--- src/rtl/prog_loader_pkg.sv ---
// Shared types and sizing for the program loader.
// Optional checksum stage is enabled by defining PROG_LOADER_CHECKSUM_EN.
package prog_loader_pkg;
  localparam int I_WIDTH         = 24;
  localparam int BYTES_PER_INSTR = (I_WIDTH + 7) / 8;

  typedef enum logic [2:0] {
    L_IDLE, L_LEN, L_DATA, L_WRITE, L_CHK, L_DONE
  } loader_state_t;
endpackage

--- src/rtl/prog_loader_instr_packer.sv ---
// Packs an MSB-first byte stream into one instruction word; pad bits above
// DATA_WIDTH fall off the top of the shift register.
module instr_packer
  import prog_loader_pkg::*;
#(
  parameter int DATA_WIDTH = I_WIDTH,
  parameter int BYTES      = (DATA_WIDTH + 7) / 8
) (
  input  logic                  clk,
  input  logic                  reset,
  input  logic                  clear,
  input  logic                  shift_en,
  input  logic [7:0]            byte_in,
  output logic [DATA_WIDTH-1:0] word,
  output logic                  last_byte
);
  localparam int CW = $clog2(BYTES + 1);
  localparam logic [CW-1:0] LAST = CW'(BYTES - 1);

  logic [CW-1:0] cnt;

  assign last_byte = shift_en && (cnt == LAST);

  always_ff @(posedge clk) begin
    if (reset || clear) begin
      word <= '0;
      cnt  <= '0;
    end else if (shift_en) begin
      word <= DATA_WIDTH'({word, byte_in});
      cnt  <= last_byte ? '0 : cnt + 1'b1;
    end
  end
endmodule

--- src/rtl/prog_loader.sv ---
// Byte-stream program loader: LEN byte, then N packed instructions written to
// successive addresses. Define PROG_LOADER_CHECKSUM_EN for a trailing XOR byte.
module prog_loader
  import prog_loader_pkg::*;
#(
  parameter int ADDR_WIDTH = 6,
  parameter int DATA_WIDTH = I_WIDTH
) (
  input  logic                  clk,
  input  logic                  reset,
  input  logic                  load_start,
  input  logic [7:0]            rx_data,
  input  logic                  rx_valid,
  output logic                  rx_ready,
  output logic                  mem_we,
  output logic [ADDR_WIDTH-1:0] mem_addr,
  output logic [DATA_WIDTH-1:0] mem_wdata,
  output logic                  cpu_hold,
  output logic                  load_busy,
  output logic                  load_done,
  output logic                  load_err
);
  localparam int BYTES = (DATA_WIDTH + 7) / 8;
  localparam int NW    = ADDR_WIDTH + 1;
`ifdef PROG_LOADER_CHECKSUM_EN
  localparam loader_state_t AFTER_LAST = L_CHK;
`else
  localparam loader_state_t AFTER_LAST = L_DONE;
`endif

  loader_state_t         state, state_nx;
  logic [NW-1:0]         n_q, wcnt;
  logic [DATA_WIDTH-1:0] word, wdata_q;
  logic                  acc, last_byte, last_word, start_acc;

  assign acc       = rx_valid & rx_ready;
  assign last_word = (wcnt == n_q - 1'b1);
  assign start_acc = (state == L_IDLE) && load_start;

  instr_packer #(.DATA_WIDTH(DATA_WIDTH), .BYTES(BYTES)) u_packer (
    .clk       (clk),
    .reset     (reset),
    .clear     (start_acc),
    .shift_en  (acc && (state == L_DATA)),
    .byte_in   (rx_data),
    .word      (word),
    .last_byte (last_byte)
  );

  always_ff @(posedge clk) begin
    if (reset) state <= L_IDLE;
    else       state <= state_nx;
  end

  always_comb begin
    state_nx  = state;
    rx_ready  = 1'b0;
    mem_we    = 1'b0;
    cpu_hold  = 1'b0;
    load_done = 1'b0;
    load_busy = (state != L_IDLE);
    case (state)
      L_IDLE:  if (load_start) state_nx = L_LEN;
      L_LEN: begin
        rx_ready = 1'b1;
        cpu_hold = 1'b1;
        if (acc) state_nx = L_DATA;
      end
      L_DATA: begin
        rx_ready = 1'b1;
        cpu_hold = 1'b1;
        if (last_byte) state_nx = L_WRITE;
      end
      L_WRITE: begin
        mem_we   = 1'b1;
        cpu_hold = 1'b1;
        state_nx = last_word ? AFTER_LAST : L_DATA;
      end
`ifdef PROG_LOADER_CHECKSUM_EN
      L_CHK: begin
        rx_ready = 1'b1;
        cpu_hold = 1'b1;
        if (acc) state_nx = L_DONE;
      end
`endif
      L_DONE: begin
        load_done = 1'b1;
        state_nx  = L_IDLE;
      end
      default: state_nx = L_IDLE;
    endcase
  end

  // Word counter doubles as the write address; it stops at N-1.
  always_ff @(posedge clk) begin
    if (reset) begin
      n_q     <= '0;
      wcnt    <= '0;
      wdata_q <= '0;
    end else begin
      if (start_acc) wcnt <= '0;
      if ((state == L_LEN) && acc)
        n_q <= (rx_data[NW-1:0] == '0) ? NW'(1 << ADDR_WIDTH) : rx_data[NW-1:0];
      if (state == L_WRITE) begin
        wdata_q <= word;
        if (!last_word) wcnt <= wcnt + 1'b1;
      end
    end
  end

  assign mem_addr  = wcnt[ADDR_WIDTH-1:0];
  assign mem_wdata = mem_we ? word : wdata_q;

`ifdef PROG_LOADER_CHECKSUM_EN
  logic [7:0] csum;
  logic       err;

  always_ff @(posedge clk) begin
    if (reset) begin
      csum <= '0;
      err  <= 1'b0;
    end else if (start_acc) begin
      csum <= '0;
      err  <= 1'b0;
    end else if (acc && (state == L_DATA)) begin
      csum <= csum ^ rx_data;
    end else if (acc && (state == L_CHK) && (rx_data != csum)) begin
      err <= 1'b1;
    end
  end

  assign load_err = err;
`else
  assign load_err = 1'b0;
`endif
endmodule

--- config.mk ---
export PLATFORM = sky130hd
export DESIGN_NAME = prog_loader
export DESIGN_NICKNAME = d
export VERILOG_FILES = /design/src/rtl/prog_loader_pkg.sv /design/src/rtl/prog_loader_instr_packer.sv /design/src/rtl/prog_loader.sv
export SDC_FILE = /design/constraint.sdc
export NUM_CORES = 1
export LEC_CHECK = 0
export ABC_AREA = 1
export CORE_MARGIN = 1.5
export CORE_UTILIZATION = 55
export CTS_CLUSTER_DIAMETER = 80
export CTS_CLUSTER_SIZE = 24
export DETAILED_ROUTE_END_ITERATION = 10
export PLACE_DENSITY = 0.78
export SLEW_MARGIN = 15
export SYNTH_ARGS = -nofsm -noshare
export SYNTH_HDL_FRONTEND = slang
export SYNTH_SLANG_ARGS = --single-unit
--- constraint.sdc ---
create_clock -name clk -period 3.2 [get_ports clk]
set_clock_uncertainty 0.1 [all_clocks]
set_input_delay 0.32 -clock clk [delete_from_list [all_inputs] [get_ports clk]]
set_output_delay 0.32 -clock clk [all_outputs]
set_load 0.01 [all_outputs]
== After elaboration in Yosys (flattened, before gate mapping) ==
Index checks and enable logic that the tools add are counted.

* Flip-flop bits (word level): 67

* Add/sub/neg operators: 3
* Equality and inequality tests: 9
* Mux-type cells: 15
* Bitwise operators: 1
* Reduce and logical (&&, ||, !) cells: 11

{| class="wikitable"
|+ Operators with widths
! cell !! count
|-
| two-way mux 7 bit || 4
|-
| two-way mux 24 bit || 1
|-
| two-way mux 3 bit || 4
|-
| one-hot mux 3 bit (4 select lines) || 1
|-
| adder 7 x 1 -> 7 bit, second input constant || 1
|-
| equality test 7 bit || 1
|-
| logical NOT 7 bit || 1
|-
| subtractor 7 x 1 -> 7 bit, second input constant || 1
|-
| equality test 3 x 2 -> 1 bit, second input constant || 2
|-
| logical AND 1 bit || 4
|-
| two-way mux 1 bit || 4
|-
| != test 2 bit, second input constant || 2
|-
| equality test 3 x 1 -> 1 bit, second input constant || 1
|-
| equality test 3 bit, second input constant || 1
|-
| logical NOT 3 bit || 1
|-
| AND reduction 3 bit || 1
|-
| nonzero test 3 bit || 1
|-
| OR reduction 3 bit || 1
|-
| adder 2 x 1 -> 2 bit, second input constant || 1
|-
| equality test 2 bit, second input constant || 1
|-
| two-way mux 2 bit || 1
|-
| != test 2 x 1 -> 1 bit, second input constant || 1
|-
| OR reduction 2 bit || 1
|-
| bitwise AND 1 bit || 1
|-
| logical OR 1 bit || 1
|}

== Logic depth before layout (Yosys ltp) ==
Gate-level depths: netlist of the first run.

* Depth in word-level cells: 8
* Gate-level depth with buffers: 16
* Gate-level depth less buffers: 16

== By module ==
From an unflattened synthesis of the first run, not the netlist that was laid out.

* Cell total of the unflattened synthesis: 490
* Area total of the unflattened synthesis: 3298.2 sq um

{| class="wikitable"
|+ By module, submodules not included
! module !! instances !! cells each !! area an instance (sq um)
|-
| prog_loader || 1 || 324 || 2207.1
|-
| instr_packer || 1 || 166 || 1091.0
|}

== Worst setup path before layout of the first run ==
OpenSTA, ideal clock, no wires.

* Path type: reg-to-reg
* Start: register n_q[0]
* End: register wcnt[1]
* Arrival: 1.488 ns
* Data required time: 2.983 ns
* Slack: 1.495 ns
* Cell stages (with the launch flop): 15
* Buffers on the path: 0
* Period minus slack after synthesis: 1.705 ns
* Cell sequence: dfxtp_1 > inv_1 > ha_1 > inv_1 > nand2_1 > nand3b_1 > nand2_1 > inv_1 > nand3_1 > nor2_2 > nand2_2 > nand2_4 > inv_2 > a21oi_1 > nor2_1

* Cells in the longest elaborated chain, start to end: 4

{| class="wikitable"
|+ Ends and longest elaborated chain
! what !! RTL line !! RTL
|-
| from (decl) || prog_loader.sv:32 || <nowiki>logic [NW-1:0] n_q, wcnt;</nowiki>
|-
| from (signal assigned) || prog_loader.sv:103 || <nowiki>n_q <= (rx_data[NW-1:0] == '0) ? NW'(1 << ADDR_WIDTH) : rx_data[NW-1:0];</nowiki>
|-
| subtractor 7 x 1 -> 7 bit || prog_loader.sv:37 || <nowiki>assign last_word = (wcnt == n_q - 1'b1);</nowiki>
|-
| equality test 7 bit || prog_loader.sv:37 ||
|-
| two-way mux 7 bit || prog_loader.sv:106 || <nowiki>if (!last_word) wcnt <= wcnt + 1'b1;</nowiki>
|-
| two-way mux 7 bit || prog_loader.sv:104 || <nowiki>if (state == L_WRITE) begin</nowiki>
|-
| to (signal assigned) || prog_loader.sv:106 ||
|-
| to (decl) || prog_loader.sv:32 ||
|}

Every way passes these cells.
A chain may end at the register's enable or synchronous reset.

== Worst setup path in the final report of the first run ==
* Start: register state[2]
* End: output mem_wdata[4]

* Cells in the longest elaborated chain, start to end: 3

{| class="wikitable"
|+ Ends and longest elaborated chain
! what !! RTL line !! RTL
|-
| from (decl) || prog_loader.sv:31 || <nowiki>loader_state_t state, state_nx;</nowiki>
|-
| from (signal assigned) || prog_loader.sv:52 || <nowiki>else state <= state_nx;</nowiki>
|-
| equality test 3 x 2 -> 1 bit || prog_loader.sv:62 || <nowiki>case (state)</nowiki>
|-
| two-way mux 1 bit || prog_loader.sv:62 ||
|-
| two-way mux 24 bit || prog_loader.sv:112 || <nowiki>assign mem_wdata = mem_we ? word : wdata_q;</nowiki>
|-
| to (decl) || prog_loader.sv:17 || <nowiki>output logic [DATA_WIDTH-1:0] mem_wdata,</nowiki>
|}

Every way passes these cells.

==> results of run 1 <==
[how the worst max path moves through the flow]
stage / cells after the start / from / slack, ns / endpoint
CTS: 7 / state[2] / 0.42 / mem_wdata[4]
finish: 7 / state[2] / 0.45 / mem_wdata[4]
global route: 7 / state[2] / 0.24 / mem_wdata[18]
detailed placement: 7 / state[2] / 0.81 / mem_wdata[4]
floorplan: 14 / n_q[0] / 1.49 / wcnt[1]
global placement: 7 / state[2] / 0.88 / mem_wdata[4]
[routing by layer]
layer	vias up	wire, um
li1	1420	-
met1	1251	3260
met2	84	3160
met3	12	378
met4	0	108
met5	-	0
[cells in the mapped netlist]
cell type / count
sky130_fd_sc_hd__nor3_1: 3
sky130_fd_sc_hd__nor2_2: 5
sky130_fd_sc_hd__nand4_1: 2
sky130_fd_sc_hd__conb_1: 1
sky130_fd_sc_hd__nor4_1: 1
sky130_fd_sc_hd__clkinv_1: 1
sky130_fd_sc_hd__buf_4: 7
sky130_fd_sc_hd__nand3b_1: 1
sky130_fd_sc_hd__buf_2: 7
sky130_fd_sc_hd__nand2_1: 72
sky130_fd_sc_hd__or2_2: 20
sky130_fd_sc_hd__dfxtp_1: 67
sky130_fd_sc_hd__xnor2_1: 2
sky130_fd_sc_hd__inv_2: 2
sky130_fd_sc_hd__nand3_1: 37
sky130_fd_sc_hd__nand2_2: 1
sky130_fd_sc_hd__a21oi_1: 40
sky130_fd_sc_hd__clkbuf_1: 9
sky130_fd_sc_hd__or2_1: 5
sky130_fd_sc_hd__xor2_1: 4
sky130_fd_sc_hd__ha_1: 3
sky130_fd_sc_hd__o21ai_0: 37
sky130_fd_sc_hd__nor2_1: 43
sky130_fd_sc_hd__inv_1: 53
sky130_fd_sc_hd__o21ai_2: 1
sky130_fd_sc_hd__nand2_4: 1
sky130_fd_sc_hd__buf_6: 2
sky130_fd_sc_hd__nor3_2: 1
[worst max-delay path: cells and delay by family, from the launching register on]
kind,cells,cell delay (ns)
AND/OR/NAND/NOR,2,0.19
flip-flops,1,0.38
AO/OA/AOI/OAI,1,0.24
buffers and inverters,4,1.18
[logic make-up (layout without fill, tap and decap cells)]
logic type | Yosys count | count (layout) | share of synthesized area, %
other cells | 1 | 1 | 0.123
xor+xnor | 6 | 6 | 1.72
flops | 67 | 67 | 43.9
fa+ha+maj | 3 | 3 | 1.23
compound gates | 78 | 78 | 12.9
buf+inv | 81 | 123 | 11.6
simple gates | 192 | 192 | 28.6
[per-stage QoR]
| stage | cell area, sq um | hold WS (ns) | cells | total power [mW] | setup WS [ns] |
|---|---|---|---|---|---|
| floorplan | 3060 | 0.337 | 428 | 1.56 | 1.49 |
| global placement | 3500 | 0.350 | 524 | 1.86 | 0.884 |
| detailed placement | 3500 | 0.353 | 524 | 1.88 | 0.812 |
| CTS | 3770 | 0.364 | 540 | 2.83 | 0.424 |
| global route | 3770 | 0.377 | 540 | 2.98 | 0.243 |
| finish | 3770 | 0.363 | 540 | 2.82 | 0.453 |
[sequential cells by signal, summed over array words and instances, names as in the netlist]
register,flops
n_q,7
state,3
u_packer.word,24
wcnt,7
u_packer.cnt,2
wdata_q,24
[power by group through the flow]
stage               sequential, mW  clock [mW]  combinational (mW)
global route                 0.981       0.998               0.998
floorplan                    0.975           0               0.583
global placement             0.986           0               0.874
detailed placement           0.989           0               0.887
CTS                          0.970       0.960               0.898
finish                       0.970       0.955               0.893
[area by class of cell]
type / instances / area, sq um
inverters: 56 / 210
repair buffers: 51 / 498
clock buffers: 10 / 138
fillers: 431 / 1470
flip-flops and latches: 67 / 1340
well taps: 70 / 87.6
multi-input cells: 280 / 1360
clock inverters: 6 / 136
==> summary.md, run 1 <==
| Metric | Value |
|---|---|
| Post-route fraction of the period consumed by the critical path | `85.9%` |
| Crit Path Max Fanout | `25` |
| Vias in the first global route | `2548` |
| CP Data Arrival Time | `approximately 2.3 ns` |
| Count of mapped cells out of synthesis | `428` |
| Met2 Track Usage GR | `39.0%` |
| Clock network latency to the later pin of the worst-skew pair | `0.34 ns` |
| Max-slew violation count | `0` |
| Required time at the endpoint of the critical path | `around 2.8 ns` |
| Bufs on Longest Clock Path | `2` |
| All-layer global routing usage | `between 20% and 30%` |
| Grt met3 use | `~3.9%` |
| CTS buffer count | `9` |
| Die area | `6010 sq um` |
| Number of different library cells in the post-synthesis netlist | `28` |
| GR peak layer | `met2` |
| Global-route wire length before repair | `11700 um` |
| Number of clock sinks seen by CTS | `67` |
| Antenna fix cells | `0` |
| Setup repair after global routing missed its margin | `no` |
| Met1 demand-to-capacity share in global routing | `32.2%` |
| Proportion of synthesized chip area in sequential cells | `43.9%` |
| Mean number of vias per cell | `5.12` |
| Vias | `2767` |
| Switching Share | `31.0%` |
| Yosys warnings | `0` |
| Total of endpoints with negative setup slack in the final report | `0` |
| Worst hold path class | `flop to flop` |
| Clock input transition at the sequential cells of the worst setup and hold paths | `0.07 ns` |
| Most area-consuming cells after synthesis | `sky130_fd_sc_hd__dfxtp_1 44%, sky130_fd_sc_hd__nand2_1 8.8%, sky130_fd_sc_hd__a21oi_1 6.5%` |
| Antenna violations before repair | `0` |
| Overall overflow remaining after global route | `0` |
| Number of gates resized after cts | `0` |
| Top cell type by total area after synthesis | `sky130_fd_sc_hd__dfxtp_1` |
| Core Util, Final | `72.0%` |
| Row count | `26` |
| Ratio of total power to cell area | `747 nW/um^2` |
| Most common cell after layout, fill and taps aside | `sky130_fd_sc_hd__nand2_1` |
| Clock network fraction of design power | `33.9%` |
| Pin count of the biggest net entering global routing | `31` |
| DRC violation count after routing | `0` |
| DRC marker count from the first detailed-route iteration | `255` |
| Origin of the worst min-delay path | `u_packer.word[22]` |
| Total of buffers placed on input and output ports | `46` |
| Slowest cell on the critical path | `sky130_fd_sc_hd__clkdlybuf4s50_1` |
| Layout area overhead | `23.4%` |
| Post-DRT Antenna Nets | `0` |
| Average wire length per cell after detail routing | `12.8 um` |
| Count of buffers added by post-CTS timing repair for setup | `0` |
| DR pass1 iterations | `4` |
| Area share of the leading cell type in the synthesized netlist | `43.9%` |
| Number of top-level design ports | `48` |
| HPWL after DPL | `4570 um` |
| Count of hold buffers inserted by post-cts repair | `0` |
| Hold Path Sink | `u_packer.word[22]` |
| Worst hold path cell count | `2` |
| Number of hold-slack violations in the final timing report | `0` |
| Fin nets | `480` |
| Leakage power total | `approximately 1.8 nW` |
| Vertical die dimension | `77.6 um` |
| Clock H-tree levels | `3` |
| Critical path launch point type | `flop` |
| TritonCTS clock tree | `done` |
| Post-Syn Nets | `443` |
| Most frequent cells in the layout | `72 x sky130_fd_sc_hd__nand2_1, 67 x sky130_fd_sc_hd__dfxtp_1, 53 x sky130_fd_sc_hd__inv_1, 46 x sky130_fd_sc_hd__clkdlybuf4s50_1, 43 x sky130_fd_sc_hd__nor2_1` |
| Power share of the combinational group | `approximately a third` |
| Worst setup path class | `flop to output pin` |
| Final weighted congestion of routability-driven global placement | `0.796` |
| Worst path max stage delay | `0.54 ns` |
| Worst reg2reg path endpoint | `u_packer.cnt[0]` |
| Fraction of final layout cells with drive strength greater than 1 | `approximately 11%` |
| Buffer type at the clock tree root | `sky130_fd_sc_hd__clkbuf_8` |
| Int Power | `1.95 mW` |
| Initial cell density of the core | `58.4%` |
| Post-synthesis sequential element count | `67` |
| Final setup TNS | `0 ns` |
| Seq pwr share | `34.4%` |
| Critical Path, Cell by Cell | `inv_2 > nand2_1 > nor2_1 > inv_1 > o21ai_0 > inv_1 > clkdlybuf4s50_1` |
| X dimension of the die | `about 78 um` |
| Relative slew margins | `45.6%` |
| Placeable Area | `roughly 5200 sq um` |
| Avg Synthesized Cell Area | `7.14 sq um` |
| Critical R2R Launch | `state[1]` |
| Sum of routed wire length over all layers | `roughly 7000 um` |
| Slew at the pin with the worst max-slew slack | `0.814 ns` |
| Element type at the critical path end | `output pin` |
| Psw | `just under 0.9 mW` |
| Register-to-register path setup slack | `1.11 ns` |
| Number of violations of the max-capacitance limit | `0` |
| Path depth of the worst reg2reg path | `6` |
| Peak VDD IR | `0.000458 V` |
| Most common cell on crit path | `sky130_fd_sc_hd__inv_1` |
| Minimum clock period after layout | `approximately 2.7 ns` |
| Total standard cell area after synthesis | `3060 sq um` |
| Achievable clock frequency | `364 MHz` |
| Result of the run | `complete, no violations` |
(Power assumes the default switching activity.)
==> inputs of run 2 (changes only) <==
RECOVER_POWER = 50   (was not set)
SKIP_CTS_REPAIR_TIMING = 1   (was not set)
==> run 2 against run 1 <==
Routed wire length hardly changed. Combinational power is 1% lower. Fmax fell by 0.54%. Die area is the same. Critical path depth did not move. Largest power group unchanged.
==> summary.md, run 2 (synthesis results as in run 1) <==
| Metric | Value |
|---|---|
| Vias in the first global route | `2548 (unchanged)` |
| Minimum clock period after layout | `2.76 ns (+0.0149 ns)` |
| Switching Share | `31.0% (about the same)` |
| Vertical die dimension | `77.6 um (unchanged)` |
| Combined flip-flop and latch cell area | `1340 sq um (unchanged)` |
| Overall overflow remaining after global route | `0 (unchanged)` |
| DRC violation count after routing | `0 (unchanged)` |
| Critical path launch point type | `flop` |
| Number of clock sinks seen by CTS | `67 (unchanged)` |
| Achievable clock frequency | `362 MHz (-0.54%)` |
| Mean number of vias per cell | `5.13 (+0.14%)` |
| Setup repair after global routing missed its margin | `no` |
| Seq pwr share | `34.5% (about the same)` |
| Clock H-tree levels | `3 (unchanged)` |
| Worst setup path class | `flop to output pin` |
| Worst-case setup margin in the final layout | `0.438 ns (-0.0149 ns)` |
| Total of endpoints with negative setup slack in the final report | `0 (unchanged)` |
| Peak VDD IR | `0.000457 V (-0.23%)` |
| Average wire length per cell after detail routing | `12.8 um (about the same)` |
| Number of hold-slack violations in the final timing report | `0 (unchanged)` |
| All-layer global routing usage | `24.3% (unchanged)` |
| CTS buffer count | `9 (unchanged)` |
| Setup slack after placement | `0.812 ns (unchanged)` |
| Max-slew violation count | `0 (unchanged)` |
| Int Power | `1.94 mW (-0.34%)` |
| Crit Path Max Fanout | `25 (unchanged)` |
| Clock network fraction of design power | `34.0% (about the same)` |
| Layout area overhead | `23.0%` |
| Fraction of final layout cells with drive strength greater than 1 | `10.2% (-0.85 points)` |
| Fin nets | `480 (unchanged)` |
| Vias | `2771 (+0.14%)` |
| Power share of the combinational group | `31.4% (-0.3 points)` |
| Bufs on Longest Clock Path | `2 (unchanged)` |
| TritonCTS clock tree | `done` |
| Placeable Area | `5240 sq um (unchanged)` |
| Antenna fix cells | `0 (unchanged)` |
| Clock network latency to the later pin of the worst-skew pair | `0.34 ns (about the same)` |
| Sum of routed wire length over all layers | `6910 um (about the same)` |
| X dimension of the die | `77.6 um (unchanged)` |
| Required time at the endpoint of the critical path | `2.78 ns (about the same)` |
| Most frequent cells in the layout | `74 x sky130_fd_sc_hd__nand2_1, 67 x sky130_fd_sc_hd__dfxtp_1, 54 x sky130_fd_sc_hd__inv_1, 44 x sky130_fd_sc_hd__nor2_1, 40 x sky130_fd_sc_hd__a21oi_1` |
| Final weighted congestion of routability-driven global placement | `0.796 (unchanged)` |
| Result of the run | `complete, no violations` |
| HPWL after DPL | `4570 um (unchanged)` |
| Relative slew margins | `45.6% (about the same)` |
| Global-route wire length before repair | `11700 um (unchanged)` |
| Multi-input gate area in the final layout | `1350 sq um (-0.92%)` |
| Post-DRT Antenna Nets | `0 (unchanged)` |
| Pin count of the biggest net entering global routing | `31 (unchanged)` |
| CP Data Arrival Time | `2.34 ns (about the same)` |
| Leakage power total | `1.79 nW (+1.3%)` |
| Most common cell after layout, fill and taps aside | `sky130_fd_sc_hd__nand2_1` |
| Total of buffers placed on input and output ports | `46 (unchanged)` |
| Number of violations of the max-capacitance limit | `0 (unchanged)` |
| Initial cell density of the core | `58.4% (unchanged)` |
| Die area | `6010 sq um (unchanged)` |
| Post-route fraction of the period consumed by the critical path | `86.3% (+0.47 points)` |
| Row count | `26 (unchanged)` |
| Clock input transition at the sequential cells of the worst setup and hold paths | `0.07 ns (about the same)` |
| Element type at the critical path end | `output pin` |
| Slew at the pin with the worst max-slew slack | `0.814 ns (-0.000198 ns)` |
| Number of top-level design ports | `48 (unchanged)` |
| Final setup TNS | `0 ns (unchanged)` |
| Largest registers ranked by flip-flop count | `u_packer.word (24), wdata_q (24)` |
| Ratio of total power to cell area | `747 nW/um^2 (about the same)` |
| Antenna violations before repair | `0 (unchanged)` |
| Psw | `0.870 mW (-0.44%)` |
| Number of fill cells in the layout | `433 (+0.46%)` |
| DRC marker count from the first detailed-route iteration | `249 (-2.4%)` |
| DR pass1 iterations | `4 (unchanged)` |
| Tightest hold margin | `0.363 ns (-0.000189 ns)` |
| Buffer type at the clock tree root | `sky130_fd_sc_hd__clkbuf_8` |
| Worst hold path class | `flop to flop` |
==> run 2: final timing paths <==
check	from	endpoint	slack [ns]	cells past startpoint
setup / recovery	state[2]	mem_wdata[4]	0.44	7
hold / removal	u_packer.word[22]	u_packer.word[22]	0.36	2
setup reg to reg	n_q[0]	wcnt[1]	1.06	15
hold reg to reg	u_packer.word[22]	u_packer.word[22]	0.36	2
==> run 2: layout make-up <==
type	count	share of cell area, %
sequential	67	35.7
timing repair buffer	51	13.2
multi-input combinational	280	35.9
inverter	56	5.59
clock buffer	10	3.66
tap	70	2.33
clock inverter	6	3.63
==> run 2: layer usage <==
| metal | vias to the layer above | global-route usage [%] | wire (um) |
|---|---|---|---|
| met5 | - | 0 | 0 |
| met4 | 0 | 11.1 | 108 |
| met3 | 12 | 3.88 | 386 |
| met2 | 86 | 39.0 | 3160 |
| met1 | 1253 | 32.2 | 3250 |
| li1 | 1420 | - | - |
==> run 2: power by group through the flow <==
stage          Clock (mW)  Sequential [mW]  Combinational, mW
3_3_place_gp            0            0.986              0.874
5_1_grt             0.998            0.981              0.988
4_1_cts             0.960            0.970              0.898
6_report            0.956            0.970              0.883
2_1_floorplan           0            0.975              0.583
3_5_place_dp            0            0.989              0.887
==> run 2: through the flow <==
| step | power, mW | utilization (%) | cell area, sq um | instances |
|---|---|---|---|---|
| after global placement | 1.86 | 66.8 | 3500 | 524 |
| final | 2.81 | 71.8 | 3760 | 540 |
| after detailed placement | 1.88 | 66.8 | 3500 | 524 |
| after floorplan | 1.56 | - | 3060 | 428 |
| after CTS | 2.83 | 72.0 | 3770 | 540 |
| after global routing | 2.97 | 71.8 | 3760 | 540 |
==> run 2: worst max-delay path, cell delays in order (launching register included) <==
cell,delay (ns)
sky130_fd_sc_hd__dfxtp_1,0.37
sky130_fd_sc_hd__inv_1,0.08
sky130_fd_sc_hd__nand2_1,0.12
sky130_fd_sc_hd__nor2_1,0.08
sky130_fd_sc_hd__inv_1,0.48
sky130_fd_sc_hd__o21ai_0,0.24
sky130_fd_sc_hd__inv_1,0.10
sky130_fd_sc_hd__clkdlybuf4s50_1,0.53
